### src/rtl/uart_tx_ctl.sv
// UART transmit controller: pops 16-bit words from a synchronous-read TX FIFO
// and sends each as two UART frames, low byte first.
// Optional build macro: UART_TX_PARITY_EN compiles in the parity bit
// (state[1] enable, state[2] odd). Without it, frames are 8N1 or 8N2.
module uart_tx_ctl #(
  parameter int unsigned DATA_W   = 16,
  parameter int unsigned BAUD_MIN = 2
) (
  input  logic              clk,
  input  logic              rst_n,
  input  logic [DATA_W-1:0] tx_fifo_data,
  input  logic              tx_fifo_empty,
  output logic              tx_fifo_rd,
  input  logic [3:0]        state,
  input  logic [15:0]       baud,
  output logic              txd,
  output logic              busy,
  output logic              word_done
);

  typedef enum logic [2:0] {
    StIdle   = 3'd0,
    StFetch  = 3'd1,
    StLoad   = 3'd2,
    StStart  = 3'd3,
    StData   = 3'd4,
`ifdef UART_TX_PARITY_EN
    StParity = 3'd5,
`endif
    StStop   = 3'd6
  } tx_state_e;

  tx_state_e         r_state;
  logic [DATA_W-1:0] r_word;      // shifts right as bits go out; high byte follows low
  logic [15:0]       r_baud;      // latched effective clocks per bit
  logic [15:0]       r_cnt;       // per-bit down-counter
  logic [2:0]        r_bit_cnt;
  logic              r_byte_sel;
  logic              r_stop2;
  logic              r_stop_cnt;  // set while in the second stop bit
  logic              r_txd;
  logic              r_rd;
  logic              r_busy;
  logic              r_done;

  logic [15:0]       w_eff_baud;
  logic              w_bit_end;

`ifdef UART_TX_PARITY_EN
  logic              r_par_en;
  logic              r_par_odd;
  logic              r_par;       // running parity of the current byte, seeded with par_odd
`else
  logic              w_unused_par_cfg;
  assign w_unused_par_cfg = ^state[2:1];
`endif

  // Clamp the divisor so every bit lasts at least BAUD_MIN clocks.
  always_comb begin
    w_eff_baud = baud;
    if (baud < 16'(BAUD_MIN)) begin
      w_eff_baud = 16'(BAUD_MIN);
    end
  end

  assign w_bit_end = (r_cnt == 16'd0);

  // Main transmit FSM; all outputs are registered.
  always_ff @(posedge clk or negedge rst_n) begin
    if (!rst_n) begin
      r_state    <= StIdle;
      r_word     <= '0;
      r_baud     <= '0;
      r_cnt      <= '0;
      r_bit_cnt  <= '0;
      r_byte_sel <= 1'b0;
      r_stop2    <= 1'b0;
      r_stop_cnt <= 1'b0;
      r_txd      <= 1'b1;
      r_rd       <= 1'b0;
      r_busy     <= 1'b0;
      r_done     <= 1'b0;
`ifdef UART_TX_PARITY_EN
      r_par_en   <= 1'b0;
      r_par_odd  <= 1'b0;
      r_par      <= 1'b0;
`endif
    end else begin
      r_rd   <= 1'b0;
      r_done <= 1'b0;
      unique case (r_state)
        StIdle: begin
          r_txd <= 1'b1;
          if (state[0] && !tx_fifo_empty) begin
            r_state <= StFetch;
            r_rd    <= 1'b1;
            r_busy  <= 1'b1;
          end
        end
        StFetch: begin
          r_state <= StLoad;
        end
        StLoad: begin
          // FIFO read data is valid this cycle; config is frozen for the word.
          r_word     <= tx_fifo_data;
          r_baud     <= w_eff_baud;
          r_cnt      <= w_eff_baud - 16'd1;
          r_stop2    <= state[3];
`ifdef UART_TX_PARITY_EN
          r_par_en   <= state[1];
          r_par_odd  <= state[2];
`endif
          r_byte_sel <= 1'b0;
          r_txd      <= 1'b0;
          r_state    <= StStart;
        end
        StStart: begin
          if (w_bit_end) begin
            r_cnt     <= r_baud - 16'd1;
            r_bit_cnt <= 3'd0;
            r_txd     <= r_word[0];
`ifdef UART_TX_PARITY_EN
            r_par     <= r_par_odd ^ r_word[0];
`endif
            r_state   <= StData;
          end else begin
            r_cnt <= r_cnt - 16'd1;
          end
        end
        StData: begin
          if (w_bit_end) begin
            r_cnt     <= r_baud - 16'd1;
            r_word    <= r_word >> 1;
            r_bit_cnt <= r_bit_cnt + 3'd1;
            if (r_bit_cnt == 3'd7) begin
`ifdef UART_TX_PARITY_EN
              if (r_par_en) begin
                r_txd   <= r_par;
                r_state <= StParity;
              end else begin
                r_txd      <= 1'b1;
                r_stop_cnt <= 1'b0;
                r_state    <= StStop;
              end
`else
              r_txd      <= 1'b1;
              r_stop_cnt <= 1'b0;
              r_state    <= StStop;
`endif
            end else begin
              r_txd <= r_word[1];
`ifdef UART_TX_PARITY_EN
              r_par <= r_par ^ r_word[1];
`endif
            end
          end else begin
            r_cnt <= r_cnt - 16'd1;
          end
        end
`ifdef UART_TX_PARITY_EN
        StParity: begin
          if (w_bit_end) begin
            r_cnt      <= r_baud - 16'd1;
            r_txd      <= 1'b1;
            r_stop_cnt <= 1'b0;
            r_state    <= StStop;
          end else begin
            r_cnt <= r_cnt - 16'd1;
          end
        end
`endif
        StStop: begin
          if (w_bit_end) begin
            if (r_stop2 && !r_stop_cnt) begin
              r_stop_cnt <= 1'b1;
              r_cnt      <= r_baud - 16'd1;
            end else if (!r_byte_sel) begin
              // High byte follows immediately with no idle gap.
              r_byte_sel <= 1'b1;
              r_cnt      <= r_baud - 16'd1;
              r_txd      <= 1'b0;
              r_state    <= StStart;
            end else begin
              r_done  <= 1'b1;
              r_busy  <= 1'b0;
              r_state <= StIdle;
            end
          end else begin
            r_cnt <= r_cnt - 16'd1;
          end
        end
        default: begin
          r_txd   <= 1'b1;
          r_busy  <= 1'b0;
          r_state <= StIdle;
        end
      endcase
    end
  end

  assign txd        = r_txd;
  assign tx_fifo_rd = r_rd;
  assign busy       = r_busy;
  assign word_done  = r_done;

endmodule

### config.mk
export PLATFORM = sky130hd
export DESIGN_NAME = uart_tx_ctl
export DESIGN_NICKNAME = d
export VERILOG_FILES = /design/src/rtl/uart_tx_ctl.sv
export SDC_FILE = /design/constraint.sdc
export NUM_CORES = 1
export LEC_CHECK = 0
export CAP_MARGIN = 10
export CORE_ASPECT_RATIO = 1.2
export CORE_MARGIN = 3
export CORE_UTILIZATION = 44
export CTS_BUF_LIST = sky130_fd_sc_hd__clkbuf_16
export DETAILED_ROUTE_END_ITERATION = 10
export PLACE_DENSITY = 0.65
export SKIP_LAST_GASP = 1
export SLEW_MARGIN = 15
export SYNTH_ARGS = -nofsm -noshare
export SYNTH_HDL_FRONTEND = slang
export SYNTH_SLANG_ARGS = --single-unit
### constraint.sdc
create_clock -name clk -period 5.1 [get_ports clk]
set_clock_uncertainty 0.1 [all_clocks]
set_input_delay 1.02 -clock clk [delete_from_list [all_inputs] [get_ports clk]]
set_output_delay 1.02 -clock clk [all_outputs]
set_load 0.03 [all_outputs]
==> results of run 1 <==
cell families (layout without fill, tap and decap cells):
group                    after synthesis  in the layout
AO/OA/AOI/OAI                        120            120
XOR/XNOR                               4              4
adder cells (fa/ha/maj)                3              3
buffers and inverters                 29             65
flip-flops                            61             61
multiplexers                          16             16
AND/OR/NAND/NOR                      194            194
stage by stage:
stage / instances / utilization, % / setup WS [ns] / power, mW
2_1_floorplan: 427 / - / 2.228 / 0.7652
3_3_place_gp: 539 / 51.63 / 1.294 / 0.8477
3_5_place_dp: 539 / 51.63 / 1.260 / 0.8594
4_1_cts: 555 / 55.33 / 1.594 / 1.462
5_1_grt: 555 / 55.33 / 1.467 / 1.522
6_report: 555 / 55.33 / 1.573 / 1.452
tightest hold or removal path, cell delays in order, from the launching register on:
cell     delay (ns)
dfrtp_1        0.34
nand2_1        0.05
nand2_1        0.06
worst paths after layout:
check	start	end
worst max-delay path	baud[15]	r_cnt[12]$_DFFE_PN0P_
worst max register to register	r_state[1]$_DFFE_PN0P_	r_cnt[12]$_DFFE_PN0P_
worst min-delay path	r_baud[15]$_DFFE_PN0P_	r_baud[15]$_DFFE_PN0P_
max in group asynchronous	rst_n	txd$_DFFE_PN1P_
min in group asynchronous	rst_n	r_cnt[15]$_DFFE_PN0P_
worst min register to register	r_baud[15]$_DFFE_PN0P_	r_baud[15]$_DFFE_PN0P_
placed cells by master (no fill, tap or decap), types with 6 or more instances in the layout:
cell | Yosys | final
a211oi_1 | 8 | 8
nor3_1 | 9 | 9
o21ai_1 | 7 | 7
clkdlybuf4s50_1 | 0 | 39
o21ai_0 | 37 | 37
a31oi_1 | 6 | 6
clkbuf_16 | 0 | 9
nand3_1 | 12 | 12
nand2_1 | 91 | 91
mux2i_1 | 16 | 16
nand4_1 | 9 | 9
dfrtp_1 | 60 | 60
a21o_1 | 6 | 6
a21oi_1 | 24 | 23
nor2_1 | 30 | 30
sequential cells by signal, indices dropped and copies added (netlist names):
register,count
r_word,16
txd,1
r_bit_cnt,3
r_byte_sel,1
r_cnt,16
tx_fifo_rd,1
r_state,3
word_done,1
r_baud,16
busy,1
r_stop2,1
r_stop_cnt,1
area by class of cell:
| cell class | count | area (sq um) |
|---|---|---|
| clock buffers | 9 | 225.2 |
| clock inverters | 7 | 66.31 |
| fillers | 775 | 3521 |
| inverters | 5 | 18.77 |
| multi-input cells | 337 | 1983 |
| flip-flops and latches | 61 | 1528 |
| well taps | 92 | 115.1 |
| repair buffers | 44 | 425.4 |
power groups by stage:
| stage | Sequential (mW) | Combinational [mW] | Clock (mW) |
|---|---|---|---|
| CTS | 0.588 | 0.265 | 0.608 |
| detailed placement | 0.596 | 0.263 | 0 |
| finish | 0.588 | 0.264 | 0.599 |
| floorplan | 0.581 | 0.184 | 0 |
| global placement | 0.594 | 0.254 | 0 |
| global route | 0.595 | 0.295 | 0.632 |
routing by layer:
metal	global-route usage, %	part of all wire, %
met1	24.23	43
met2	34.09	51
met3	5.349	4.8
met4	7.660	1.4
met5	0	0
==> results.json, run 1 <==
{
  "status": "completed",
  "synth_nets": 469,
  "async_reset_ff_share_pct": 100.0,
  "synth_ff_type": "dfrtp_1",
  "post_cts_buffers": 0,
  "vdd_ir_drop_max_v": 0.0001922,
  "p_int_mw": 1.026,
  "cts_tree": "yes",
  "nets": 500,
  "ctsHoldBuffers": 0,
  "hold_violations": 0,
  "synth-seq-area-share_pct": 41.60,
  "hold_path_depth": 2,
  "ant_nets": 0,
  "clkTransAtPathRegs_ns": 0.06,
  "synth_fa_ha_area_share_pct": 1.022,
  "worstSetupStartpointType": "input port",
  "netlist.area_leader.share_pct": 40.89,
  "gp_congestion": 0.7894,
  "cpPeakStageDelay_ns": 0.55,
  "yosysMostFrequentCell": "nand2_1",
  "yosys_warnings": 0,
  "overflow": 0,
  "grtUsageTotal_pct": 20.25,
  "cp.arrival_ns": 3.69,
  "power_frac_seq_pct": 40.5,
  "vias_per_cell": 5.885,
  "final.period_utilization_pct": 69.16,
  "core_area_sq_um": 7883,
  "clkPwrFrac_pct": 41.3,
  "routed_wl_um": 9080,
  "synthToLayoutAreaGrowth_pct": 18.77,
  "crit_family": "simple AND/OR/NAND/NOR gates",
  "whs_ns": 0.3813,
  "yosys-top-cells-count": "nand2_1 (91), dfrtp_1 (60), o21ai_0 (37)",
  "yosys.area_share.simple_pct": 26.41,
  "timing.fmax_mhz": 283.5,
  "dieArea_sq_um": 9483,
  "clk_latency_ns": 0.33,
  "setup_viol": 0,
  "synthesis.area_sq_um": 3672,
  "synth_top_family_by_area": "simple AND/OR/NAND/NOR gates",
  "worstPathRequired_ns": 5.26,
  "cts_buffers": 9,
  "crit_slowest_cell": "or4b_1",
  "antenna_found_initial": 0,
  "p_leak_nw": 1.783,
  "wl_per_cell_um": 16.36,
  "synth_edf_count": 0,
  "grt_pass1_vias": 3269,
  "synth_cells": 427,
  "diodes": 0,
  "cts_resized": 0,
  "fp-row-count": 35,
  "cp.buffers_inverters": 1,
  "final_cell_area_sq_um": 4362,
  "htreeDepth": 3,
  "drv_slew": 0,
  "powerDensity_nw_per_um2": 332.8,
  "drt_iter0_markers": 135,
  "synth.avg_cell_area_sq_um": 8.600,
  "synth_xor_area_share_pct": 0.9540,
  "numPortBuffers": 40,
  "cp-end-kind": "flip-flop",
  "worst_slew_pin_slew_ns": 1.038,
  "slew_headroom_pct": 30.78,
  "cts-root-buf": "clkbuf_16",
  "start_util_pct": 46.59,
  "dieWidth_um": 89.40,
  "synth_compound_area_share_pct": 21.16,
  "crit_chain": "clkdlybuf4s50_1 > nor4_1 > and3_1 > a31o_2 > a21o_1 > ha_1 > nand4b_1 > or4b_1 > nand3_1",
  "min_path_type": "reg2reg",
  "boundaryPins": 43,
  "synth_top_cell_by_area": "dfrtp_1",
  "grt_pass1_wl_um": 15120,
  "grt_start_max_net_pins": 43,
  "vias": 3266,
  "ys_ff_latch": 61,
  "setup_tns_ns": 0,
  "worst-path-stages": 9,
  "rsz0062_at_grt": "false",
  "ys_top_cells_by_area": "dfrtp_1 (41%), nand2_1 (9.3%), o21ai_0 (5.0%)",
  "r2r_cells": 8,
  "die_y_um": 106.1,
  "cts_buffer_depth": 2,
  "switchingPower_uw": 425.8,
  "muxShareOfSynthArea_pct": 4.361,
  "layout_min_cycle_time_ns": 3.527,
  "p_sw_share_pct": 29.33,
  "pwr-share-comb_pct": 18.2,
  "worstSetupPathType": "in2reg",
  "dp_hpwl_um": 6289,
  "maxCapViolCount": 0,
  "dpl_cell_area_sq_um": 4070,
  "clkSinkCount": 61,
  "crit_path_max_fanout": 6,
  "r2r_slack_ns": 1.90,
  "synth_cell_types": 70,
  "layout-drive-gt1-share_pct": 8.639,
  "dr.pass1.iters": 5,
  "drc": 0
}
Note: power is estimated with default switching activity, not from simulation.
==> inputs of run 2 (changes only) <==
--- a/config.mk
+++ b/config.mk
@@ -11,7 +11,7 @@
 export CORE_UTILIZATION = 44
 export CTS_BUF_LIST = sky130_fd_sc_hd__clkbuf_16
 export DETAILED_ROUTE_END_ITERATION = 10
-export PLACE_DENSITY = 0.65
+export PLACE_DENSITY = 0.68
 export SKIP_LAST_GASP = 1
 export SLEW_MARGIN = 15
 export SYNTH_ARGS = -nofsm -noshare
==> constraint.sdc (replaced) <==
create_clock -name clk -period 3 [get_ports clk]
set_clock_uncertainty 0.1 [all_clocks]
set_input_delay 0.6 -clock clk [delete_from_list [all_inputs] [get_ports clk]]
set_output_delay 0.6 -clock clk [all_outputs]
set_load 0.03 [all_outputs]
==> run 2 against run 1 <==
Combinational power up 82%. Wire length up 3.4%. Worst hold slack worse by 0.055 ns. Critical path depth unchanged. Die area unchanged. Register-to-register slack worse by 1.6 ns. Total power up 77%. Global-route usage up 0.56 points. Clock power up 80%. Largest cell class unchanged. Critical path type unchanged. Clock-buffer cell count unchanged. Utilization up 2.9 points. Non-clock buffer count up 28.
==> results.json, run 2 (same netlist as run 1, synthesis figures left out) <==
{
  "layout_commonest_cell": "nand2_1",
  "dieArea_sq_um": 9483,
  "maxCapViolCount": 0,
  "final.period_utilization_pct": 96.09,
  "cp.arrival_ns": 3.06,
  "finalNonFillerCells": 583,
  "dieWidth_um": 89.40,
  "worstSetupStartpointType": "input port",
  "worstSetupPathType": "in2reg",
  "dp_cells": 567,
  "p_leak_nw": 1.934,
  "clk_latency_ns": 0.34,
  "htreeDepth": 3,
  "layout-drive-gt1-share_pct": 13.44,
  "grtUsageTotal_pct": 20.81,
  "synthToLayoutAreaGrowth_pct": 25.04,
  "min_path_type": "in2async",
  "final_cell_area_sq_um": 4592,
  "wl_per_cell_um": 16.11,
  "vias": 3384,
  "cts_buffer_depth": 2,
  "fillCellCount": 719,
  "dr.pass1.iters": 4,
  "crit_chain": "clkdlybuf4s50_1 > nor4_2 > and3_1 > a31o_2 > a21o_1 > ha_1 > nand4b_1 > or4b_1 > nand3_1",
  "numPortBuffers": 40,
  "crit_path_max_fanout": 6,
  "drv_slew": 0,
  "slew_headroom_pct": 27.19,
  "overflow": 0,
  "cpPeakStageDelay_ns": 0.54,
  "cts_tree": "yes",
  "drc": 0,
  "grt_start_max_net_pins": 62,
  "post_cts_buffers": 0,
  "reg_top3": "r_baud: 16 flops, r_cnt: 16 flops, r_word: 16 flops",
  "start_util_pct": 46.59,
  "dp_hpwl_um": 6563,
  "routed_wl_um": 9392,
  "setup_tns_ns": 0,
  "layout_min_cycle_time_ns": 2.883,
  "dpl_cell_area_sq_um": 4280,
  "antenna_found_initial": 0,
  "vias_per_cell": 5.804,
  "rsz0062_at_grt": "false",
  "nets": 528,
  "gp_congestion": 0.8769,
  "powerDensity_nw_per_um2": 559.1,
  "cts_buffers": 9,
  "setup_viol": 0,
  "crit_slowest_cell": "or4b_1",
  "worst_slew_pin_slew_ns": 1.092,
  "diodes": 0,
  "timing.fmax_mhz": 346.9,
  "core_area_sq_um": 7883,
  "fp-row-count": 35,
  "status": "completed",
  "grt_pass1_wl_um": 15120,
  "grt_pass1_vias": 3130,
  "layout_common_cells": "nand2_1 (91), dfrtp_1 (60), clkdlybuf4s50_1 (39)",
  "p_total_mw": 2.568,
  "ant_nets": 0,
  "clkSinkCount": 61,
  "hold_violations": 0,
  "worstPathRequired_ns": 3.17,
  "drt_iter0_markers": 171,
  "boundaryPins": 43,
  "clkTransAtPathRegs_ns": 0.05,
  "vdd_ir_drop_max_v": 0.0002996,
  "cts-root-buf": "clkbuf_16",
  "die_y_um": 106.1,
  "cp-end-kind": "flip-flop"
}
[run 2: cell types whose count changed in the layout (fill, tap and decap cells not counted)]
| cell | previous run | this run |
|---|---|---|
| buf_4 | 4 | 32 |
| clkinv_1 | 1 | 4 |
| clkinvlp_4 | 3 | 0 |
| bufinv_16 | 1 | 2 |
| clkinv_2 | 2 | 1 |
| nor4_1 | 3 | 2 |
| nor4_2 | 3 | 4 |
| o311ai_0 | 1 | 0 |
| o311ai_1 | 1 | 2 |
[run 2: what timing repair did]
action / 4_1_cts / 5_1_grt
endpoints found under the setup margin: 0 / 2
resized for setup: 0 / 2
hold buffers: 0 / 0
[run 2: worst max-delay path: cells and delay by family]
family,cells,cell delay [ns]
fa+ha+maj,1,0.20
buf+inv,1,0.44
simple gates,5,1.51
compound gates,2,0.31
[run 2: layout make-up]
class / count / area, sq um / area share, %
Clock buffer: 9 / 225.2 / 4.905
Clock inverter: 7 / 80.08 / 1.744
Tap cell: 92 / 115.1 / 2.507
Multi-Input combinational cell: 337 / 1989 / 43.32
Inverter: 5 / 18.77 / 0.4087
Timing Repair Buffer: 72 / 635.6 / 13.84
Sequential cell: 61 / 1528 / 33.27
[run 2: worst paths after layout]
check | slack [ns] | cells past startpoint | from | end
worst max-delay path | 0.12 | 9 | baud[15] | r_cnt[12]$_DFFE_PN0P_
worst min-delay path | 0.33 | 2 | rst_n | r_baud[14]$_DFFE_PN0P_
worst max register to register | 0.32 | 8 | r_cnt[4]$_DFFE_PN0P_ | r_cnt[14]$_DFFE_PN0P_
worst min register to register | 0.38 | 2 | r_baud[7]$_DFFE_PN0P_ | r_baud[7]$_DFFE_PN0P_
max in group asynchronous | 1.96 | 2 | rst_n | r_cnt[1]$_DFFE_PN0P_
min in group clk | 0.38 | 2 | r_baud[7]$_DFFE_PN0P_ | r_baud[7]$_DFFE_PN0P_
[run 2: per-layer routing]
layer,up-vias,track usage [%],wire (um)
li1,1669,-,-
met1,1619,24.88,3955
met2,76,34.04,4757
met3,20,4.961,441
met4,0,10.74,238
met5,-,0,0
[run 2: where the power goes]
group | total, mW | internal (mW) | leakage, nW | switching [mW]
Sequential | 1.01 | 0.906 | 0.708 | 0.100
Clock | 1.08 | 0.713 | 0.149 | 0.368
Combinational | 0.480 | 0.227 | 1.08 | 0.253
Total | 2.57 | 1.85 | 1.93 | 0.722
[run 2: per-stage QoR]
| stage | setup WS (ns) | util [%] | hold WS (ns) |
|---|---|---|---|
| finish | 0.1174 | 58.25 | 0.3267 |
| global route | 0.0003340 | 58.25 | 0.3949 |
| CTS | 0.1282 | 58.17 | 0.3646 |
| detailed placement | -0.2106 | 54.30 | 0.3707 |
| global placement | -0.1604 | 54.30 | 0.3631 |
| floorplan | 0.3677 | - | 0.2044 |
